`config.mk`:
```
export PLATFORM = sky130hd
export DESIGN_NAME = shift_sequencer
export DESIGN_NICKNAME = d
export VERILOG_FILES = /design/src/rtl/shift_pkg.sv /design/src/rtl/one_bit_shift.sv /design/src/rtl/shift_sequencer.sv
export SDC_FILE = /design/constraint.sdc
export NUM_CORES = 1
export LEC_CHECK = 0
export ABC_CLOCK_PERIOD_IN_PS = 2250
export BUFFER_PORTS_ARGS = -buffer_cell sky130_fd_sc_hd__buf_2
export CAP_MARGIN = 20
export CORE_MARGIN = 2
export CORE_UTILIZATION = 46
export CTS_BUF_LIST = sky130_fd_sc_hd__clkbuf_8
export CTS_CLUSTER_DIAMETER = 50
export DETAILED_ROUTE_END_ITERATION = 16
export GPL_TIMING_DRIVEN = 0
export MAX_ROUTING_LAYER = met4
export PLACE_DENSITY = 0.69
export REMOVE_ABC_BUFFERS = 1
export SLEW_MARGIN = 40
export SYNTH_ARGS = -nofsm -noshare
export SYNTH_HDL_FRONTEND = slang
export SYNTH_HIERARCHICAL = 1
export SYNTH_SLANG_ARGS = --single-unit
```
`constraint.sdc`:
```
create_clock -name clk -period 2.25 [get_ports clk]
set_input_delay 0.225 -clock clk [delete_from_list [all_inputs] [get_ports clk]]
set_output_delay 0.225 -clock clk [all_outputs]
set_load 0.05 [all_outputs]
```
`src/rtl/shift_pkg.sv`:
```
// Shared definitions for the multi-cycle shift controller: FSM state
// encoding plus direction and type constants used by the datapath.
package shift_pkg;

    typedef enum logic [1:0] {
        IDLE  = 2'd0,
        SHIFT = 2'd1,
        DONE  = 2'd2
    } state_t;

    localparam logic DIR_LEFT     = 1'b1;
    localparam logic DIR_RIGHT    = 1'b0;
    localparam logic TYPE_LOGICAL = 1'b1;
    localparam logic TYPE_ARITH   = 1'b0;

endpackage

```
`src/rtl/one_bit_shift.sv`:
```
// Purely combinational single-position shifter used once per cycle on the
// shift_sequencer accumulator path.
module one_bit_shift
    import shift_pkg::*;
#(
    parameter int WIDTH = 16
) (
    input  logic [WIDTH-1:0] in,
    input  logic             dir,
    input  logic             shType,
    output logic [WIDTH-1:0] out
);

    // Left shifts ignore the type; right arithmetic replicates the current MSB.
    always_comb begin
        out = in;
        if (dir == DIR_LEFT) begin
            out = {in[WIDTH-2:0], 1'b0};
        end else if (shType == TYPE_LOGICAL) begin
            out = {1'b0, in[WIDTH-1:1]};
        end else begin
            out = {in[WIDTH-1], in[WIDTH-1:1]};
        end
    end

endmodule

```
`src/rtl/shift_sequencer.sv`:
```
// Multi-cycle shift controller: accepts one request, shifts the accumulator
// one position per cycle, then presents the result with a one-cycle done pulse.
module shift_sequencer
    import shift_pkg::*;
#(
    parameter int WIDTH = 16,
    parameter int AMT_W = 4
) (
    input  logic             clk,
    input  logic             reset,
    input  logic             start,
    input  logic [WIDTH-1:0] src,
    input  logic             shiftDirection,
    input  logic             shiftType,
    input  logic [AMT_W-1:0] shiftAmt,
    output logic             busy,
    output logic             done,
    output logic [WIDTH-1:0] result
);

    state_t           state_q, state_d;
    logic [WIDTH-1:0] acc_q, acc_d;
    logic [AMT_W-1:0] cnt_q, cnt_d;
    logic             dir_q, dir_d;
    logic             type_q, type_d;
    logic [WIDTH-1:0] result_q, result_d;
    logic [WIDTH-1:0] stepOut;
    logic             accept;

    one_bit_shift #(.WIDTH(WIDTH)) u_step (
        .in     (acc_q),
        .dir    (dir_q),
        .shType (type_q),
        .out    (stepOut)
    );

    // Requests are only taken when not mid-shift; DONE allows back-to-back.
    assign accept = start && (state_q != SHIFT);

    always_ff @(posedge clk) begin
        if (reset) begin
            state_q  <= IDLE;
            acc_q    <= '0;
            cnt_q    <= '0;
            dir_q    <= 1'b0;
            type_q   <= 1'b0;
            result_q <= '0;
        end else begin
            state_q  <= state_d;
            acc_q    <= acc_d;
            cnt_q    <= cnt_d;
            dir_q    <= dir_d;
            type_q   <= type_d;
            result_q <= result_d;
        end
    end

    always_comb begin
        state_d = state_q;
        unique case (state_q)
            IDLE, DONE: begin
                if (accept) begin
                    state_d = (shiftAmt == '0) ? DONE : SHIFT;
                end else begin
                    state_d = IDLE;
                end
            end
            SHIFT: begin
                if (cnt_q == AMT_W'(1)) begin
                    state_d = DONE;
                end
            end
            default: state_d = IDLE;
        endcase
    end

    // Result is captured on entry to DONE: straight from src for a zero
    // amount, otherwise from the final step of the shifter.
    always_comb begin
        acc_d    = acc_q;
        cnt_d    = cnt_q;
        dir_d    = dir_q;
        type_d   = type_q;
        result_d = result_q;
        if (accept) begin
            acc_d  = src;
            cnt_d  = shiftAmt;
            dir_d  = shiftDirection;
            type_d = shiftType;
        end else if (state_q == SHIFT) begin
            acc_d = stepOut;
            cnt_d = cnt_q - AMT_W'(1);
        end
        if (state_d == DONE) begin
            result_d = accept ? src : stepOut;
        end
    end

    always_comb begin
        busy   = (state_q == SHIFT);
        done   = (state_q == DONE);
        result = result_q;
    end

endmodule

```
# After elaboration in Yosys (flattened, before gate mapping)
# Cells that the tools add are included.
[totals]
out_inout_bits = 18
input_bits = 25
regBits = 40
word_cells = 28
[classes]
n_eq_ne = 5
n_reduce_logical = 5
muxes = 11
add_sub_neg = 1
[ops]
columns = ["operator", "n"]
rows = [
  ["$mux 16", 5],
  ["$mux 4", 2],
  ["$mux 2", 3],
  ["$eq 2x2->1 const B", 2],
  ["$eq 4x1->1 const B", 1],
  ["$logic_not 4->1", 1],
  ["$pmux 2 s2", 1],
  ["$sub 4x1->4 const B", 1],
  ["$eq 2x1->1 const B", 1],
  ["$logic_not 2->1", 1],
  ["$ne 2x1->1 const B", 1],
  ["$reduce_bool 2->1", 1],
  ["$reduce_or 2->1", 1],
  ["$logic_and 1x1->1", 1],
]

# Depth between registers and ports, before layout
[logic_depth]
word_depth = 5
mapped_depth = 7
depth_no_buf = 6

# Cells and area by module
# The synthesis kept the hierarchy.
[modules_own_cells]
columns = ["mod", "n_inst", "seq_area_each_um2", "cells_per_inst", "area_each_um2"]
rows = [
  ["shift_sequencer", 1, 800.8, 176, 1734.2],
  ["one_bit_shift", 1, 0.0, 21, 232.7],
]

# Worst setup path before layout
# Ideal clock, no wire load.
[synth_path]
kind = "flip-flop to flip-flop"
from = "register cnt_q[1]"
to = "register result_q[6], in the netlist result[6]"
t_arrival_ns = 1.585
path_stages_with_launch = 8
path_buffers = 1
path_slack_ns = 0.585
cell_sequence = "dfxtp_1 -> inv_1 -> ha_1 -> or3b_2 -> o32ai_4 -> buf_6 -> nor2_2 -> a211oi_2"
[synth_between]
elab_chain_cells = 4
[synth_lines]
columns = ["element", "line", "source"]
rows = [
  ["from (decl)", "shift_sequencer.sv:23", "logic [AMT_W-1:0] cnt_q, cnt_d;"],
  ["from (signal assigned)", "shift_sequencer.sv:51", "cnt_q <= cnt_d;"],
  ["$eq 4x1->1", "shift_sequencer.sv:69", "if (cnt_q == AMT_W'(1)) begin"],
  ["$mux 2", "shift_sequencer.sv:69", ""],
  ["$pmux 2 s2", "shift_sequencer.sv:60", "unique case (state_q)"],
  ["$eq 2x2->1", "shift_sequencer.sv:94", "if (state_d == DONE) begin"],
  ["to (signal assigned)", "shift_sequencer.sv:54", "result_q <= result_d;"],
  ["to (decl)", "shift_sequencer.sv:26", "logic [WIDTH-1:0] result_q, result_d;"],
]
# Every way passes these cells.
# A chain may end at the register's enable or synchronous reset.

# Worst setup path in the final report
[layout_path]
from = "register state_q[0]"
to = "register acc_q[13]"
[layout_between]
elab_chain_cells = 3
elab_cells_between_ends = 5
classes_between = "eq/ne (2); mux (1); reduce/logical (2)"
[layout_lines]
columns = ["element", "line", "source"]
rows = [
  ["from (decl)", "shift_sequencer.sv:21", "state_t state_q, state_d;"],
  ["from (signal assigned)", "shift_sequencer.sv:49", "state_q <= state_d;"],
  ["$ne 2x1->1", "shift_sequencer.sv:38", "assign accept = start && (state_q != SHIFT);"],
  ["$logic_and 1x1->1", "shift_sequencer.sv:38", ""],
  ["$mux 16 / $reduce_bool 2->1 (equally long branches)", "--", ""],
  ["to (signal assigned)", "shift_sequencer.sv:43", "acc_q <= '0;"],
  ["to (signal assigned)", "shift_sequencer.sv:50", "acc_q <= acc_d;"],
  ["to (decl)", "shift_sequencer.sv:22", "logic [WIDTH-1:0] acc_q, acc_d;"],
]
# Several ways; a longest one is shown, not always the timed one.

==> flow_metrics.tcl <==
set metrics [dict create \
    status "complete, no violations" \
    power_density_nw_per_um2 744.6 \
    p_sw_share_pct 30.66 \
    critPathMaxFanout 18 \
    power.total_w 0.001675 \
    grt_pass1_vias 1421 \
    syn2layout_area_growth_pct 14.38 \
    grt_pass1_wl_um 6403 \
    clkLatencyLatePin_ns 0.29 \
    p_sw_w 0.0005136 \
    min_period_ns 2.007 \
    ir_drop_mv 0.3591 \
    port_buffers 42 \
    avgRoutedWirePerCell_um 13.35 \
    fmax_mhz 498.2 \
    cts_hold_buf 0 \
    rsz0062_at_grt "no" \
    crit_arrival_ns 2.16 \
    cp.required_ns 2.40 \
    clkTransAtPathRegs_ns 0.07 \
    mostFrequentLayoutCells "buf_2, dfxtp_1, nor2_1, a211oi_1, mux2i_1" \
    cap_viol_max_count 0 \
    synthSimpleGateAreaFrac_pct 13.55 \
    finalHoldViolCount 0 \
    nets 259 \
    slew_violations 0 \
    avgSynthCellArea_um2 9.984 \
    finalClockSkew_ns 0.008290 \
    cts_buffer_depth 2 \
    fin_tns_setup_ns 0 \
    root_buffer "clkbuf_8" \
    tightest_slew_ns 0.8261 \
    combPwrFrac_pct 22.6 \
    rows 23 \
    cts_tree "done" \
    core_area_um2 4058 \
    grt_max_degree 41 \
    ant_nets 0 \
    pin_count 43 \
    ys_ff_latch 40 \
    cts_sinks 40 \
    dieWidth_um 69.39 \
    num_vias 1495 \
    ys_warn_count 6 \
    synth_cell_types 31 \
    diodes 0 \
    dp_hpwl_um 2579 \
    startpoint_type "flop" \
    netlist_instances 197 \
    finalCritPeriodShare_pct 89.22 \
    crit_type "flop to flop" \
    drc 0 \
    synth_sequential_area_ratio_pct 40.71 \
    antenna_found_initial 0 \
    p_int_w 0.001161 \
    die-area_um2 4815 \
    drive_above_1_share_pct 36.05 \
    cp-end-kind "flop" \
    synthMuxAreaShare_pct 16.92 \
    gr-usage-all-layers_pct 16.95 \
    fillerInstances 389 \
    start_util_pct 48.47 \
    cts_max_level 2 \
    vias_per_cell 5.283 \
    synth_area_um2 1967 \
    synthAdderAreaFrac_pct 1.272 \
    cts_buffers 5 \
    synth_compound_area_share_pct 21.12 \
    layout.cells.non_filler 283 \
    cts_setup_buffers 0 \
    die_h_um 69.39 \
    p_leak_nw 0.9801 \
    drtIter0Drc 81 \
    gp_congestion 0.8327 \
    synth_xor_area_share_pct 0 \
    setup_viol 0 \
    mostFrequentLayoutCell "buf_2" \
    pwr-share-seq_pct 48.5 \
    synth_top_family_by_area "compound AO/OA/AOI/OAI gates" \
    placed_cells 275 \
    clockPowerShare_pct 28.9 \
    grt-ovfl-total 0 \
    wl_um 3777 \
    min_path_type "input port to flop" \
    slew_headroom_pct 44.85 \
    drt-pass1-iter-count 4 \
    cts-resized-gates 0 \
]
[area by class of cell]
class	instances	area, um^2	share of cell area (%)
clock inverter	2	7.507	0.3337
sequential	40	800.8	35.60
inverter	5	18.77	0.8343
tap	50	62.56	2.781
clock buffer	6	82.58	3.671
timing repair buffer	44	235.2	10.46
multi-input combinational	136	1042	46.33
[logic make-up after synthesis]
logic type	count (synthesis)
AO/OA/AOI/OAI	46
adder cells (fa/ha/maj)	2
AND/OR/NAND/NOR	59
buffers and inverters	21
flip-flops	40
multiplexers	29
[synthesized netlist by cell type]
cell type	n	area [um^2]
dfxtp_1	40	800.8
nor2_1	34	127.6
a211oi_1	20	150.1
mux2i_1	16	160.2
a211oi_2	13	162.7
nand2_1	8	30.03
mux2_4	7	105.1
clkbuf_1	6	22.52
mux2_2	6	67.56
inv_1	5	18.77
a21oi_1	4	20.02
nand3_1	4	20.02
buf_1	3	11.26
buf_6	3	33.78
nor2_2	3	18.77
nor2b_1	3	18.77
o21ai_0	3	15.01
a31oi_1	2	12.51
a32oi_1	2	17.52
buf_4	2	15.01
ha_1	2	25.02
nand2b_1	2	12.51
buf_12	1	20.02
buf_2	1	5.000
nand2_2	1	6.260
nor3_1	1	5.000
nor3b_1	1	7.510
o211a_1	1	10.01
o32ai_4	1	27.53
or3b_2	1	8.760
or4_4	1	11.26
[worst max-delay path: stages, from the launching register on]
cell and delay [ns]:
dfxtp_1 0.42, nand2b_1 0.36, nand2_2 0.58, mux2i_1 0.38, a211oi_1 0.13
[final timing paths]
kind	startpoint	endpoint	slack, ns	depth (start not counted)
hold / removal	shiftType	type_q	0.20	3
hold reg to reg	type_q	type_q	0.46	2
setup / recovery	state_q[0]	acc_q[13]	0.24	4
setup reg to reg	state_q[0]	acc_q[13]	0.24	4
[registers in the layout, summed over array words and instances (netlist names)]
signal / count
state_q: 2
dir_q: 1
cnt_q: 4
acc_q: 16
type_q: 1
result: 16
[metal layers]
metal  up-vias  GRT usage, %  wire length [um]
met2        33         25.00              1644
met3         6         5.523               190
met4         0         5.882                55
li1        774             -                 -
met5         -             -                 0
met1       682         21.84              1887
[metrics by stage]
step	worst slack [ns]	hold WS [ns]	instance area, um^2	util, %
floorplan	0.1818	0.2896	1859	-
global placement	-0.2124	0.4516	2132	52.54
detailed placement	0.2330	0.4492	2157	53.16
CTS	0.1926	0.1869	2247	55.38
global route	0.08675	0.2148	2250	55.44
finish	0.2426	0.2002	2250	55.44
[power groups by stage]
stage	clock, W	sequential, W	combinational, W
2_1_floorplan	0	0.000873	0.000233
3_3_place_gp	0	0.000828	0.000372
3_5_place_dp	0	0.000830	0.000380
4_1_cts	0.000500	0.000813	0.000383
5_1_grt	0.000522	0.000822	0.000419
6_report	0.000484	0.000812	0.000379
No activity file was read; power rests on OpenSTA's default activity.
